===== src/rtl/synapse_accumulator_pkg.sv =====
// Shared types and default sizes for the synaptic weighting stage.
package synapse_accumulator_pkg;

    typedef enum logic [1:0] {
        IDLE  = 2'd0,
        ACCUM = 2'd1,
        DONE  = 2'd2
    } state_t;

    localparam int N_IN_DEF     = 16;
    localparam int N_OUT_DEF    = 4;
    localparam int WEIGHT_W_DEF = 8;
    localparam int SUM_W_DEF    = 16;

    // Width of a flat weight index i*n_out + j; never narrower than one bit.
    function automatic int addr_w(input int n_in, input int n_out);
        return (n_in * n_out > 1) ? $clog2(n_in * n_out) : 1;
    endfunction

endpackage


===== src/rtl/synapse_accumulator_if.sv =====
// Bundle of the encode-step request, weight write port and result outputs.
//
// Handshake: tick is a request with no ready; it is accepted only while busy
// is low, otherwise it is dropped and overrun latches. out_valid is a
// one-cycle pulse with no backpressure; out_value is updated in that same
// cycle and holds until the next pulse.
interface synapse_accumulator_if #(
    parameter int N_IN     = synapse_accumulator_pkg::N_IN_DEF,
    parameter int N_OUT    = synapse_accumulator_pkg::N_OUT_DEF,
    parameter int WEIGHT_W = synapse_accumulator_pkg::WEIGHT_W_DEF,
    parameter int SUM_W    = synapse_accumulator_pkg::SUM_W_DEF,
    parameter int ADDR_W   = synapse_accumulator_pkg::addr_w(N_IN, N_OUT)
);
    import synapse_accumulator_pkg::*;

    logic                   tick;
    logic [N_IN-1:0]        spike_in;
    logic                   wr_en;
    logic [ADDR_W-1:0]      wr_addr;
    logic [WEIGHT_W-1:0]    wr_data;
    logic [N_OUT*SUM_W-1:0] out_value;
    logic                   out_valid;
    logic                   busy;
    logic                   overrun;
    state_t                 state;

    modport master (
        output tick, spike_in, wr_en, wr_addr, wr_data,
        input  out_value, out_valid, busy, overrun, state
    );

    modport slave (
        input  tick, spike_in, wr_en, wr_addr, wr_data,
        output out_value, out_valid, busy, overrun, state
    );

endinterface


===== src/rtl/synapse_accumulator_sat_add.sv =====
// Signed accumulator plus sign-extended weight, clamped to the accumulator range.
module sat_add #(
    parameter int A_W = 16,
    parameter int B_W = 8
) (
    input  logic signed [A_W-1:0] a,
    input  logic signed [B_W-1:0] b,
    output logic signed [A_W-1:0] y
);

    logic signed [A_W:0] sum;

    // One guard bit makes overflow visible as a disagreement of the top two bits.
    always_comb begin
        sum = {a[A_W-1], a} + {{(A_W + 1 - B_W){b[B_W-1]}}, b};
        y   = sum[A_W-1:0];
        if (sum[A_W] != sum[A_W-1]) begin
            y = sum[A_W] ? {1'b1, {(A_W-1){1'b0}}} : {1'b0, {(A_W-1){1'b1}}};
        end
    end

endmodule


===== src/rtl/synapse_accumulator.sv =====
// Scans latched presynaptic spikes one per cycle and accumulates the weights
// of active synapses into N_OUT saturating sums, then emits them with a pulse.
module synapse_accumulator
    import synapse_accumulator_pkg::*;
#(
    parameter int N_IN     = N_IN_DEF,
    parameter int N_OUT    = N_OUT_DEF,
    parameter int WEIGHT_W = WEIGHT_W_DEF,
    parameter int SUM_W    = SUM_W_DEF
) (
    input logic clk,
    input logic rst,
    synapse_accumulator_if.slave bus
);

    localparam int ADDR_W = addr_w(N_IN, N_OUT);
    localparam int IDX_W  = (N_IN > 1) ? $clog2(N_IN) : 1;
    localparam int N_W    = N_IN * N_OUT;

    state_t                      state_q;
    logic [IDX_W-1:0]            idx_q;
    logic [N_IN-1:0]             spk_q;
    logic signed [WEIGHT_W-1:0]  w_q     [N_W];
    logic signed [SUM_W-1:0]     acc_q   [N_OUT];
    logic signed [SUM_W-1:0]     acc_nxt [N_OUT];
    logic [N_OUT*SUM_W-1:0]      out_value_q;
    logic                        out_valid_q;
    logic                        busy_q;
    logic                        overrun_q;
    logic [ADDR_W-1:0]           row_base;
    logic                        wr_ok;

    assign row_base = ADDR_W'(idx_q) * ADDR_W'(N_OUT);
    assign wr_ok    = bus.wr_en && (int'({1'b0, bus.wr_addr}) < N_W);

    // Weight array: writes land at the next edge, so a same-cycle read sees the old value.
    always_ff @(posedge clk) begin
        if (rst) begin
            for (int i = 0; i < N_W; i++) begin
                w_q[i] <= '0;
            end
        end else if (wr_ok) begin
            w_q[bus.wr_addr] <= bus.wr_data;
        end
    end

    for (genvar j = 0; j < N_OUT; j++) begin : g_lane
        sat_add #(
            .A_W (SUM_W),
            .B_W (WEIGHT_W)
        ) u_sat_add (
            .a (acc_q[j]),
            .b (w_q[row_base + ADDR_W'(j)]),
            .y (acc_nxt[j])
        );
    end

    // Scan controller: IDLE latches spikes on tick, ACCUM walks one input per cycle, DONE publishes.
    always_ff @(posedge clk) begin
        if (rst) begin
            state_q     <= IDLE;
            idx_q       <= '0;
            spk_q       <= '0;
            out_value_q <= '0;
            out_valid_q <= 1'b0;
            busy_q      <= 1'b0;
            overrun_q   <= 1'b0;
            for (int j = 0; j < N_OUT; j++) begin
                acc_q[j] <= '0;
            end
        end else begin
            out_valid_q <= 1'b0;
            if (bus.tick && state_q != IDLE) begin
                overrun_q <= 1'b1;
            end
            case (state_q)
                IDLE: begin
                    if (bus.tick) begin
                        spk_q   <= bus.spike_in;
                        idx_q   <= '0;
                        busy_q  <= 1'b1;
                        state_q <= ACCUM;
                        for (int j = 0; j < N_OUT; j++) begin
                            acc_q[j] <= '0;
                        end
                    end
                end
                ACCUM: begin
                    if (spk_q[idx_q]) begin
                        for (int j = 0; j < N_OUT; j++) begin
                            acc_q[j] <= acc_nxt[j];
                        end
                    end
                    if (idx_q == IDX_W'(N_IN - 1)) begin
                        state_q <= DONE;
                    end else begin
                        idx_q <= idx_q + IDX_W'(1);
                    end
                end
                DONE: begin
                    for (int j = 0; j < N_OUT; j++) begin
                        out_value_q[j*SUM_W +: SUM_W] <= acc_q[j];
                    end
                    out_valid_q <= 1'b1;
                    busy_q      <= 1'b0;
                    state_q     <= IDLE;
                end
                default: begin
                    state_q <= IDLE;
                    busy_q  <= 1'b0;
                end
            endcase
        end
    end

    assign bus.out_value = out_value_q;
    assign bus.out_valid = out_valid_q;
    assign bus.busy      = busy_q;
    assign bus.overrun   = overrun_q;
    assign bus.state     = state_q;

endmodule


===== src/flat_wrapper.sv =====
// flat-port wrapper written by rule: the top's interface ports become plain ports
module synapse_accumulator_flat import synapse_accumulator_pkg::*;
#(
    parameter int N_IN     = N_IN_DEF,
    parameter int N_OUT    = N_OUT_DEF,
    parameter int WEIGHT_W = WEIGHT_W_DEF,
    parameter int SUM_W    = SUM_W_DEF
)
  (clk, rst, bus_tick, bus_spike_in, bus_wr_en, bus_wr_addr, bus_wr_data, bus_out_value, bus_out_valid, bus_busy, bus_overrun, bus_state);
  synapse_accumulator_if #(.N_IN(N_IN), .N_OUT(N_OUT), .WEIGHT_W(WEIGHT_W), .SUM_W(SUM_W)) bus_i ();
  input logic clk;
  input logic rst;
  input wire logic [$bits(bus_i.tick)-1:0] bus_tick;
  input wire logic [$bits(bus_i.spike_in)-1:0] bus_spike_in;
  input wire logic [$bits(bus_i.wr_en)-1:0] bus_wr_en;
  input wire logic [$bits(bus_i.wr_addr)-1:0] bus_wr_addr;
  input wire logic [$bits(bus_i.wr_data)-1:0] bus_wr_data;
  output wire logic [$bits(bus_i.out_value)-1:0] bus_out_value;
  output wire logic [$bits(bus_i.out_valid)-1:0] bus_out_valid;
  output wire logic [$bits(bus_i.busy)-1:0] bus_busy;
  output wire logic [$bits(bus_i.overrun)-1:0] bus_overrun;
  output wire logic [$bits(bus_i.state)-1:0] bus_state;
  assign bus_i.tick = bus_tick;
  assign bus_i.spike_in = bus_spike_in;
  assign bus_i.wr_en = bus_wr_en;
  assign bus_i.wr_addr = bus_wr_addr;
  assign bus_i.wr_data = bus_wr_data;
  assign bus_out_value = bus_i.out_value;
  assign bus_out_valid = bus_i.out_valid;
  assign bus_busy = bus_i.busy;
  assign bus_overrun = bus_i.overrun;
  assign bus_state = bus_i.state;
  synapse_accumulator #(.N_IN(N_IN), .N_OUT(N_OUT), .WEIGHT_W(WEIGHT_W), .SUM_W(SUM_W)) u_core (.clk(clk), .rst(rst), .bus(bus_i));
endmodule

===== config.mk =====
export PLATFORM = sky130hd
export DESIGN_NAME = synapse_accumulator_flat
export DESIGN_NICKNAME = d
export VERILOG_FILES = /design/src/rtl/synapse_accumulator_pkg.sv /design/src/rtl/synapse_accumulator_if.sv /design/src/rtl/synapse_accumulator_sat_add.sv /design/src/rtl/synapse_accumulator.sv /design/src/flat_wrapper.sv
export SDC_FILE = /design/constraint.sdc
export NUM_CORES = 1
export LEC_CHECK = 0
export BUFFER_PORTS_ARGS = -buffer_cell sky130_fd_sc_hd__buf_2
export CAP_MARGIN = 10
export CORE_MARGIN = 5
export CORE_UTILIZATION = 50
export CTS_CLUSTER_DIAMETER = 60
export DETAILED_ROUTE_END_ITERATION = 6
export PLACE_DENSITY = 0.71
export SLEW_MARGIN = 20
export SYNTH_ARGS = -nofsm -noshare
export SYNTH_HDL_FRONTEND = slang
export SYNTH_SLANG_ARGS = --single-unit

===== constraint.sdc =====
create_clock -name clk -period 4.95 [get_ports clk]
set_input_delay 0.99 -clock clk [delete_from_list [all_inputs] [get_ports clk]]
set_output_delay 0.99 -clock clk [all_outputs]
set_load 0.1 [all_outputs]

==> results of run 1 <==
[worst reg2reg max path, stage by stage, from the launching register on]
cell and delay (ns):
dfxtp_2 0.67, buf_4 0.28, mux4_2 0.54, mux4_2 0.65, ha_1 0.44, a21o_1 0.23
a41oi_1 0.20, a21oi_1 0.10, or3b_1 0.41, o22a_1 0.40, o21bai_1 0.23, a41oi_1 0.11
[cell families after synthesis]
family,share of synthesized area
xor gates and xnor gates,0.0112
AOI/OAI and AO/OA,0.0672
and+or+nand+nor,0.177
adders and majority gates,0.0278
muxes,0.115
buffers and inverters,0.0230
DFF,0.579
[area by class of cell]
type,count,area share
sequential,669,0.522
multi-input combinational,1701,0.358
clock buffer,97,0.0551
tap,864,0.0297
timing repair buffer,141,0.0235
clock inverter,30,0.00728
inverter,36,0.00371
antenna,8,0.000549
[synthesized netlist by cell type, drive strengths merged, types with 17 or more instances]
library cell	count
and2	525
edfxtp	560
xnor2	25
mux4	164
a21oi	153
ha	65
xor2	17
nor3	21
dfxtp	109
or2	71
clkbuf	117
o21ai	63
nor2	113
inv	36
buf	39
nand2	246
a31oi	22
[power by group]
| group | switching [W] | total [W] | internal, W |
|---|---|---|---|
| Combinational | 0.000863 | 0.00144 | 0.000577 |
| Clock | 0.00214 | 0.00520 | 0.00305 |
| Sequential | 0.000132 | 0.00649 | 0.00636 |
[final timing paths]
| check | start | endpoint | slack (ns) |
|---|---|---|---|
| min reg2reg | u_core.bus.out_value[13]$_SDFFE_PP0P_ | u_core.bus.out_value[13]$_SDFFE_PP0P_ | 0.45 |
| min | u_core.bus.out_value[13]$_SDFFE_PP0P_ | u_core.bus.out_value[13]$_SDFFE_PP0P_ | 0.45 |
| max reg2reg | register | u_core.acc_q[0][14]$_SDFFCE_PN0P_ | 0.41 |
| max | register | u_core.acc_q[0][14]$_SDFFCE_PN0P_ | 0.41 |
[flip-flops by register name (all words and copies together), names as in the netlist, named ones only]
signal	count
u_core.idx_q	4
u_core.acc_q	64
u_core.spk_q	16
u_core.bus.overrun	1
u_core.bus.busy	1
u_core.bus.out_valid	1
u_core.w_q	512
u_core.bus.state	2
u_core.bus.out_value	64
[per-layer routing]
metal	share of wire	routed length, µm	vias to the layer above	track usage
met5	0	0	-	0
met4	0.026	2020	0	0.0672
met3	0.080	6310	113	0.0441
met2	0.48	37600	737	0.362
met1	0.41	32500	10240	0.303
li1	-	-	9471	-
[stage by stage]
stage	hold slack, ns	utilization	power, W	cells
2_1_floorplan	0.433	-	0.00761	2563
3_3_place_gp	0.430	0.522	0.00798	3411
3_5_place_dp	0.445	0.522	0.00803	3411
4_1_cts	0.453	0.557	0.0132	3538
5_1_grt	0.470	0.557	0.0136	3544
6_report	0.450	0.557	0.0131	3546
==> results.py, run 1 <==
metrics = {
    "hold_path": {
        "worst_hold_path_type": "reg -> reg",
        "hold_depth": 2,
    },
    "logic_synthesis": {
        "synth_top_cells_by_area": "edfxtp_1 51%, mux4_2 11%, and2_1 10%",
        "netlist.area_leader.share": 0.513,
        "synth-seq-cells": 669,
        "postSynthCellCount": 2563,
        "most_used_flip_flop_cell_after_synthesis": "edfxtp_1",
        "async_flop_share": 0,
        "synth_cell_type_count": 79,
        "synth_edf_count": 560,
        "post_synth_instance_area_um2": 32800,
        "syn-num-nets": 2666,
        "syn_avg_cell_area_um2": 12.8,
        "synth.largest_area_cell": "edfxtp_1",
        "seq_area_frac_synth": 0.579,
        "ys.warnings.count": 0,
    },
    "run": {
        "cap_violations": 0,
    },
    "routing": {
        "route.detailed.drc": 0,
        "detailedRoute.firstPassIterationCount": 5,
        "route.antenna.remaining_nets": 0,
        "routedWlPerCell_um": 22.1,
        "first_drt_iteration_drcs": 2041,
        "avgViaCountPerCell": 5.80,
        "via_count": 20561,
        "routed_wl_um": 78500,
    },
    "clock_tree": {
        "clk_transition_reported_paths_ns": 0.06,
        "level_count_of_the_clock_h_tree": 3,
        "cts_made_buffers": 71,
        "clock_path_buffers": 3,
        "cts_hold_repair.buffers": 0,
        "cts.repair.resized": 0,
        "worst_skew_pair.late_latency_ns": 0.61,
        "post-cts-setup-buffer-count": 0,
        "cts_num_sinks": 669,
        "cts_root_buf": "clkbuf_16",
        "clock_tree_from_tritoncts": "built",
    },
    "final_layout": {
        "area.sequential_um2": 19000,
        "fin_area_um2": 36400,
        "final_cell_mix": "560 x edfxtp_1, 524 x and2_1, 246 x nand2_1",
        "fillCellCount": 5184,
        "drive_above_1_share": 0.187,
        "layout.cells.most_common": "edfxtp_1",
        "finalNetCount": 2723,
        "area_occupied_by_multi_input_gates_um2": 13100,
        "area_growth_pct": 11.1,
    },
    "timing": {
        "clock_skew_ns": 0.0181,
        "post-route-period-util": 0.917,
        "layout_setup_ws_ns": 0.409,
        "grt_setup_unrepaired": "false",
        "finalSetupTns_ns": 0,
        "maxSlewHeadroom": 0.416,
        "clock.fmax_mhz": 220,
        "layout_min_cycle_time_ns": 4.54,
        "final_report_hold_violation_count": 0,
        "final_max_slew_viol_count": 0,
        "count_of_endpoints_failing_setup_in_the_final_report": 0,
        "worst_slew_pin_slew_ns": 0.873,
    },
    "global_route": {
        "first_global_vias": 20849,
        "grt-ovfl-total": 0,
        "track_usage": 0.221,
        "grt_start_max_net_pins": 68,
        "grt_pass1_wl_um": 122000,
        "antenna_found_initial": 8,
    },
    "critical_path": {
        "required_ns": 5.26,
        "worst-endpoint-arrival_ns": 4.85,
        "largest_stage_delay_on_the_critical_path_ns": 0.67,
        "worstSetupEndpointType": "register",
        "cp_slowest_cell": "dfxtp_2",
        "cp.depth": 11,
        "worst-r2r-cell-count": 11,
        "critical_path_buf_inv_count": 1,
        "critPathMaxFanout": 15,
        "crit_path_start_kind": "register",
        "cp_cell_sequence": "buf_4, mux4_2, mux4_2, ha_1, a21o_1, a41oi_1, a21oi_1, or3b_1, o22a_1, o21bai_1, a41oi_1",
        "timing.critical_path.max_delay_family": "compound AO/OA/AOI/OAI gates",
        "worstSetupPathType": "reg -> reg",
    },
    "floorplanning": {
        "ios": 103,
        "design.die.area_um2": 70800,
        "core-area_um2": 65400,
        "std_cell_rows": 94,
        "chipHeight_um": 266,
        "floorplan.initialDensity": 0.502,
        "die-width_um": 266,
    },
    "place": {
        "portBuffers": 102,
        "gp_routability_congestion": 0.934,
        "placed_area_um2": 34100,
        "dpl.hpwl_um": 54700,
        "dp_slack_ns": 0.395,
    },
    "pwr": {
        "max-vdd-ir-drop_mv": 0.281,
        "power_density_nw_per_um2": 360,
        "power.static_leakage_nw": 13.0,
    },
    "outcome": {
        "outcome": "completed",
    },
}
Note: power is estimated with default switching activity, not from simulation.
==> run 2, diff against run 1 <==
--- a/config.mk
+++ b/config.mk
@@ -8,10 +8,10 @@
 export BUFFER_PORTS_ARGS = -buffer_cell sky130_fd_sc_hd__buf_2
 export CAP_MARGIN = 10
 export CORE_MARGIN = 5
-export CORE_UTILIZATION = 50
+export CORE_UTILIZATION = 63
 export CTS_CLUSTER_DIAMETER = 60
 export DETAILED_ROUTE_END_ITERATION = 6
-export PLACE_DENSITY = 0.71
+export PLACE_DENSITY = 0.86
 export SLEW_MARGIN = 20
 export SYNTH_ARGS = -nofsm -noshare
 export SYNTH_HDL_FRONTEND = slang
==> run 2 against run 1 <==
Net effect:
- clock-buffer cell count fell by 5
- via count rose by 4.2%
- largest power group unchanged
- register-to-register slack got worse by 0.02 ns
- worst setup slack got worse by 0.023 ns
- combinational power barely moved
- final cell count fell by 5.7%
- first-iteration DRC count rose by 21%
- critical endpoint is now u_core.acc_q[2][12]$_SDFFE_PP0P_
- design area fell by 0.55%
- clock power rose by 5.0%
- power rose by 2.1%
- global-route usage rose by 6.1 points
- sequential cell count did not move
==> results.py, run 2 (synthesis gave the netlist of run 1 again) <==
metrics = {
    "outcome": {
        "outcome": "completed",
    },
    "final_layout": {
        "area.sequential_um2": 19000,
        "final_cell_mix": "560 x edfxtp_1, 524 x and2_1, 246 x nand2_1",
        "drive_above_1_share": 0.186,
        "area_growth_pct": 10.5,
        "area_occupied_by_multi_input_gates_um2": 13100,
        "layout.cells.most_common": "edfxtp_1",
        "largest_reg_flops": 512,
        "fillCellCount": 3181,
        "largest-register": "u_core.w_q",
        "finalNetCount": 2709,
    },
    "pwr": {
        "totalPowerFinal_w": 0.0134,
        "power.share.sequential": 0.484,
        "internal_power_w": 0.0102,
        "power.static_leakage_nw": 13.0,
        "pwr-share-clk": 0.407,
        "net-switching-power_w": 0.00322,
        "max-vdd-ir-drop_mv": 0.231,
        "p_comb_frac": 0.109,
        "p_sw_frac": 0.240,
        "power_density_nw_per_um2": 370,
    },
    "critical_path": {
        "worst-endpoint-arrival_ns": 5.06,
        "worstSetupEndpointType": "register",
        "worstSetupPathType": "reg -> reg",
        "crit_path_start_kind": "register",
        "cp-startpoint": "u_core.idx_q[0]$_SDFFE_PP0P_",
        "critPathMaxFanout": 23,
        "reg2reg_start": "u_core.idx_q[0]$_SDFFE_PP0P_",
        "r2r-end": "u_core.acc_q[2][12]$_SDFFE_PP0P_",
        "crit_end": "u_core.acc_q[2][12]$_SDFFE_PP0P_",
        "reg2reg_setup_slack_ns": 0.39,
        "worst-r2r-cell-count": 11,
        "required_ns": 5.44,
    },
    "timing": {
        "clock_skew_ns": 0.0234,
        "final_report_hold_violation_count": 0,
        "worst_slew_pin_slew_ns": 0.892,
        "final_max_slew_viol_count": 0,
        "finalHoldWorstSlack_ns": 0.451,
        "clock.fmax_mhz": 219,
        "post-route-period-util": 0.922,
        "grt_setup_unrepaired": "false",
        "finalSetupTns_ns": 0,
        "maxSlewHeadroom": 0.404,
        "count_of_endpoints_failing_setup_in_the_final_report": 0,
        "layout_min_cycle_time_ns": 4.56,
        "layout_setup_ws_ns": 0.386,
    },
    "clock_tree": {
        "clock_path_buffers": 3,
        "cts_made_buffers": 69,
        "clk_transition_reported_paths_ns": 0.06,
        "post-cts-setup-buffer-count": 0,
        "cts_root_buf": "clkbuf_16",
        "level_count_of_the_clock_h_tree": 3,
        "cts.repair.resized": 0,
        "cts_num_sinks": 669,
        "cts_hold_repair.buffers": 0,
        "worst_skew_pair.late_latency_ns": 0.62,
        "clock_tree_from_tritoncts": "built",
    },
    "place": {
        "gp_routability_congestion": 0.939,
        "dp_slack_ns": 0.414,
        "dpl.hpwl_um": 52700,
        "portBuffers": 102,
    },
    "floorplanning": {
        "die-width_um": 238,
        "design.die.area_um2": 56700,
        "std_cell_rows": 83,
        "chipHeight_um": 238,
        "core-area_um2": 51400,
        "floorplan.initialDensity": 0.638,
        "ios": 103,
    },
    "global_route": {
        "grt-ovfl-total": 0,
        "track_usage": 0.283,
        "first_global_vias": 21688,
        "antenna_found_initial": 6,
        "grt_start_max_net_pins": 77,
        "grt_pass1_wl_um": 125000,
    },
    "routing": {
        "detailedRoute.firstPassIterationCount": 5,
        "avgViaCountPerCell": 6.41,
        "route.detailed.drc": 0,
        "via_count": 21434,
        "first_drt_iteration_drcs": 2476,
        "routed_wl_um": 80500,
        "route.antenna.remaining_nets": 0,
        "routedWlPerCell_um": 24.1,
    },
    "hold_path": {
        "worst_hold_path_type": "reg -> reg",
    },
    "run": {
        "cap_violations": 0,
    },
}
## run 2: cell count changes in the layout (fill, tap and decap cells not counted), moves of 2 or more
cell       change
buf_2          -3
clkinv_1       -4
inv_6          -2
clkinv_2       +5
diode_2        -5
bufinv_16      +4
clkbuf_16      +2
clkbuf_8       -5
buf_4         -10
clkbuf_1       -2
## run 2: worst max-delay path: stages, from the launching register on
cell       delay [ns]
dfxtp_4          0.66
buf_4            0.31
mux4_2           0.55
mux4_2           0.51
fa_1             0.42
a21o_1           0.22
a2111oi_4        0.45
nand3_2          0.16
and3_4           0.23
o32ai_4          0.43
a21oi_4          0.16
a221o_1          0.34
## run 2: stage by stage
| step | utilization | cells | cell area [µm²] |
|---|---|---|---|
| global placement | 0.658 | 3214 | 33800 |
| CTS | 0.704 | 3341 | 36200 |
| floorplan | - | 2563 | 32800 |
| finish | 0.705 | 3345 | 36200 |
| detailed placement | 0.658 | 3214 | 33800 |
| global route | 0.705 | 3345 | 36200 |
## run 2: layout make-up
| cell class | instances | area share |
|---|---|---|
| diodes | 3 | 0.000207 |
| repair buffers | 129 | 0.0217 |
| multi-input cells | 1701 | 0.360 |
| flip-flops and latches | 669 | 0.525 |
| inverters | 36 | 0.00373 |
| well taps | 680 | 0.0235 |
| clock buffers | 92 | 0.0547 |
| clock inverters | 35 | 0.0112 |
## run 2: per-layer routing
layer  track usage  vias to the layer above  wire (µm)
met2         0.478                     1245      39900
li1              -                     9450          -
met4         0.118                        4       3450
met3        0.0541                      211       7780
met1         0.362                    10524      29300
met5             0                        -         24
## run 2: how the worst min path moves through the flow
stage,from,to,slack [ns],cells after the start
final,u_core.bus.overrun$_SDFFE_PP0P_,u_core.bus.overrun$_SDFFE_PP0P_,0.45,2
after global routing,u_core.bus.overrun$_SDFFE_PP0P_,u_core.bus.overrun$_SDFFE_PP0P_,0.46,2
after CTS,u_core.bus.overrun$_SDFFE_PP0P_,u_core.bus.overrun$_SDFFE_PP0P_,0.45,2
after detailed placement,u_core.bus.overrun$_SDFFE_PP0P_,u_core.bus.overrun$_SDFFE_PP0P_,0.44,2
after global placement,u_core.bus.overrun$_SDFFE_PP0P_,u_core.bus.overrun$_SDFFE_PP0P_,0.43,2
after floorplan,u_core.spk_q[12]$_SDFFE_PP0P_,u_core.spk_q[12]$_SDFFE_PP0P_,0.43,2
## run 2: power by group through the flow
stage / Combinational (W) / Clock (W) / Sequential [W]
floorplan: 0.00107 / 0 / 0.00654
global placement: 0.00136 / 0 / 0.00658
detailed placement: 0.00142 / 0 / 0.00660
CTS: 0.00143 / 0.00548 / 0.00648
global route: 0.00157 / 0.00572 / 0.00650
finish: 0.00146 / 0.00546 / 0.00649
==> run 3, diff against run 2 <==
--- a/config.mk
+++ b/config.mk
@@ -7,11 +7,13 @@
 export LEC_CHECK = 0
 export BUFFER_PORTS_ARGS = -buffer_cell sky130_fd_sc_hd__buf_2
 export CAP_MARGIN = 10
+export CELL_PAD_IN_SITES_DETAIL_PLACEMENT = 1
+export CELL_PAD_IN_SITES_GLOBAL_PLACEMENT = 2
 export CORE_MARGIN = 5
-export CORE_UTILIZATION = 63
+export CORE_UTILIZATION = 44
 export CTS_CLUSTER_DIAMETER = 60
 export DETAILED_ROUTE_END_ITERATION = 6
-export PLACE_DENSITY = 0.86
+export PLACE_DENSITY = 0.84
 export SLEW_MARGIN = 20
 export SYNTH_ARGS = -nofsm -noshare
 export SYNTH_HDL_FRONTEND = slang
==> constraint.sdc (replaced) <==
create_clock -name clk -period 4.8 [get_ports clk]
set_input_delay 0.96 -clock clk [delete_from_list [all_inputs] [get_ports clk]]
set_output_delay 0.96 -clock clk [all_outputs]
set_load 0.1 [all_outputs]
==> run 3 against run 2 <==
Net effect:
- clock skew is 0.0063 ns lower
- critical path depth stayed put
- worst hold slack better by 0.00078 ns
- clock power is 3.8% higher
- first-iteration DRC count is 38% lower
- register-to-register slack worse by 0.15 ns
==> results.py, run 3 (synthesis gave the netlist of run 1 again) <==
metrics = {
    "timing": {
        "count_of_endpoints_failing_setup_in_the_final_report": 0,
        "layout_min_cycle_time_ns": 4.56,
        "clock.fmax_mhz": 219,
        "layout_setup_ws_ns": 0.236,
        "finalSetupTns_ns": 0,
        "finalHoldWorstSlack_ns": 0.451,
        "grt_setup_unrepaired": "false",
        "final_report_hold_violation_count": 0,
        "maxSlewHeadroom": 0.324,
        "clock_skew_ns": 0.0171,
        "post-route-period-util": 0.951,
        "final_max_slew_viol_count": 0,
        "worst_slew_pin_slew_ns": 1.01,
    },
    "clock_tree": {
        "cts_root_buf": "clkbuf_16",
        "cts.repair.resized": 0,
        "post-cts-setup-buffer-count": 0,
        "clock_path_buffers": 3,
        "level_count_of_the_clock_h_tree": 3,
        "worst_skew_pair.late_latency_ns": 0.62,
        "cts_num_sinks": 669,
        "cts_made_buffers": 74,
        "cts_hold_repair.buffers": 0,
        "clk_transition_reported_paths_ns": 0.06,
        "clock_tree_from_tritoncts": "built",
    },
    "critical_path": {
        "cp_cell_sequence": "buf_4, mux4_2, mux4_2, ha_1, nand2_1, and2_1, a21oi_1, or3b_1, o22a_1, o22ai_1, a31oi_1",
        "required_ns": 5.16,
        "largest_stage_delay_on_the_critical_path_ns": 0.65,
        "cp_slowest_cell": "mux4_2",
        "critPathMaxFanout": 15,
        "worstSetupPathType": "reg -> reg",
        "timing.critical_path.max_delay_family": "multiplexers",
        "crit_path_start_kind": "register",
        "critical_path_buf_inv_count": 1,
        "crit_top_cell": "mux4_2",
        "worstSetupEndpointType": "register",
        "worst-endpoint-arrival_ns": 4.92,
        "reg2reg_setup_slack_ns": 0.24,
    },
    "floorplanning": {
        "design.die.area_um2": 80100,
        "die-width_um": 283,
        "floorplan.initialDensity": 0.442,
        "ios": 103,
        "chipHeight_um": 283,
        "std_cell_rows": 100,
        "core-area_um2": 74200,
    },
    "global_route": {
        "antenna_found_initial": 1,
        "grt_start_max_net_pins": 66,
        "grt-ovfl-total": 0,
        "first_global_vias": 22682,
        "grt_pass1_wl_um": 139000,
        "track_usage": 0.222,
    },
    "final_layout": {
        "largest-register": "u_core.w_q",
        "area_growth_pct": 12.4,
        "finalNetCount": 2745,
        "largest_reg_flops": 512,
        "layout.cells.most_common": "edfxtp_1",
        "fin_area_um2": 36900,
        "fillCellCount": 7488,
        "drive_above_1_share": 0.198,
        "number_of_diodes": 0,
        "final_cell_mix": "560 x edfxtp_1, 524 x and2_1, 246 x nand2_1",
    },
    "run": {
        "cap_violations": 0,
    },
    "outcome": {
        "outcome": "completed",
    },
    "routing": {
        "detailedRoute.firstPassIterationCount": 5,
        "avgViaCountPerCell": 5.70,
        "routed_wl_um": 90500,
        "routedWlPerCell_um": 24.6,
        "via_count": 20923,
        "route.antenna.remaining_nets": 0,
        "route.detailed.drc": 0,
        "first_drt_iteration_drcs": 1535,
    },
    "place": {
        "portBuffers": 102,
        "dpl.hpwl_um": 62900,
        "dp_slack_ns": 0.261,
        "gp_routability_congestion": 0.835,
        "placed_area_um2": 34400,
    },
    "pwr": {
        "power_density_nw_per_um2": 378,
        "max-vdd-ir-drop_mv": 0.236,
        "totalPowerFinal_w": 0.0139,
        "power.static_leakage_nw": 13.1,
    },
    "hold_path": {
        "worst_hold_path_type": "reg -> reg",
    },
}
==> run 3: area by class of cell <==
class / instances / area (µm²) / share of cell area
multi-input cells: 1701 / 13100 / 0.355
well taps: 969 / 1210 / 0.0329
inverters: 36 / 135 / 0.00367
clock inverters: 27 / 223 / 0.00604
clock buffers: 110 / 2200 / 0.0596
repair buffers: 160 / 1010 / 0.0274
flip-flops and latches: 669 / 19000 / 0.516
==> run 3: worst register-to-register path, cell delays in order (launching register included) <==
cell	delay, ns
dfxtp_2	0.59
buf_4	0.29
mux4_2	0.53
mux4_2	0.65
ha_1	0.51
nand2_1	0.20
and2_1	0.21
a21oi_1	0.08
or3b_1	0.42
o22a_1	0.44
o22ai_1	0.28
a31oi_1	0.11
==> run 3: power breakdown <==
group,leakage [nW],switching [W],internal [W]
combinational,5.68,0.000948,0.000618
clock,1.18,0.00241,0.00326
sequential,6.27,0.000140,0.00656
total,13.1,0.00350,0.0104
==> run 3: path summary, 6_finish.rpt <==
path	startpoint	end	cells past startpoint
setup / recovery	register	u_core.acc_q[0][12]$_SDFFCE_PN0P_	11
hold / removal	u_core.bus.out_value[18]$_SDFFE_PP0P_	u_core.bus.out_value[18]$_SDFFE_PP0P_	2
setup reg to reg	register	u_core.acc_q[0][12]$_SDFFCE_PN0P_	11
hold reg to reg	u_core.bus.out_value[18]$_SDFFE_PP0P_	u_core.bus.out_value[18]$_SDFFE_PP0P_	2
==> run 3: per-stage QoR <==
step | instances | util
finish | 3672 | 0.497
global route | 3672 | 0.497
CTS | 3672 | 0.497
detailed placement | 3535 | 0.464
global placement | 3535 | 0.464
floorplan | 2563 | -
==> run 3: per-layer routing <==
metal / part of all wire / global-route usage / up-vias
met5: 0 / 0 / -
met4: 0.022 / 0.0576 / 0
met3: 0.053 / 0.0380 / 120
met2: 0.51 / 0.393 / 546
met1: 0.42 / 0.285 / 10745
li1: - / - / 9512
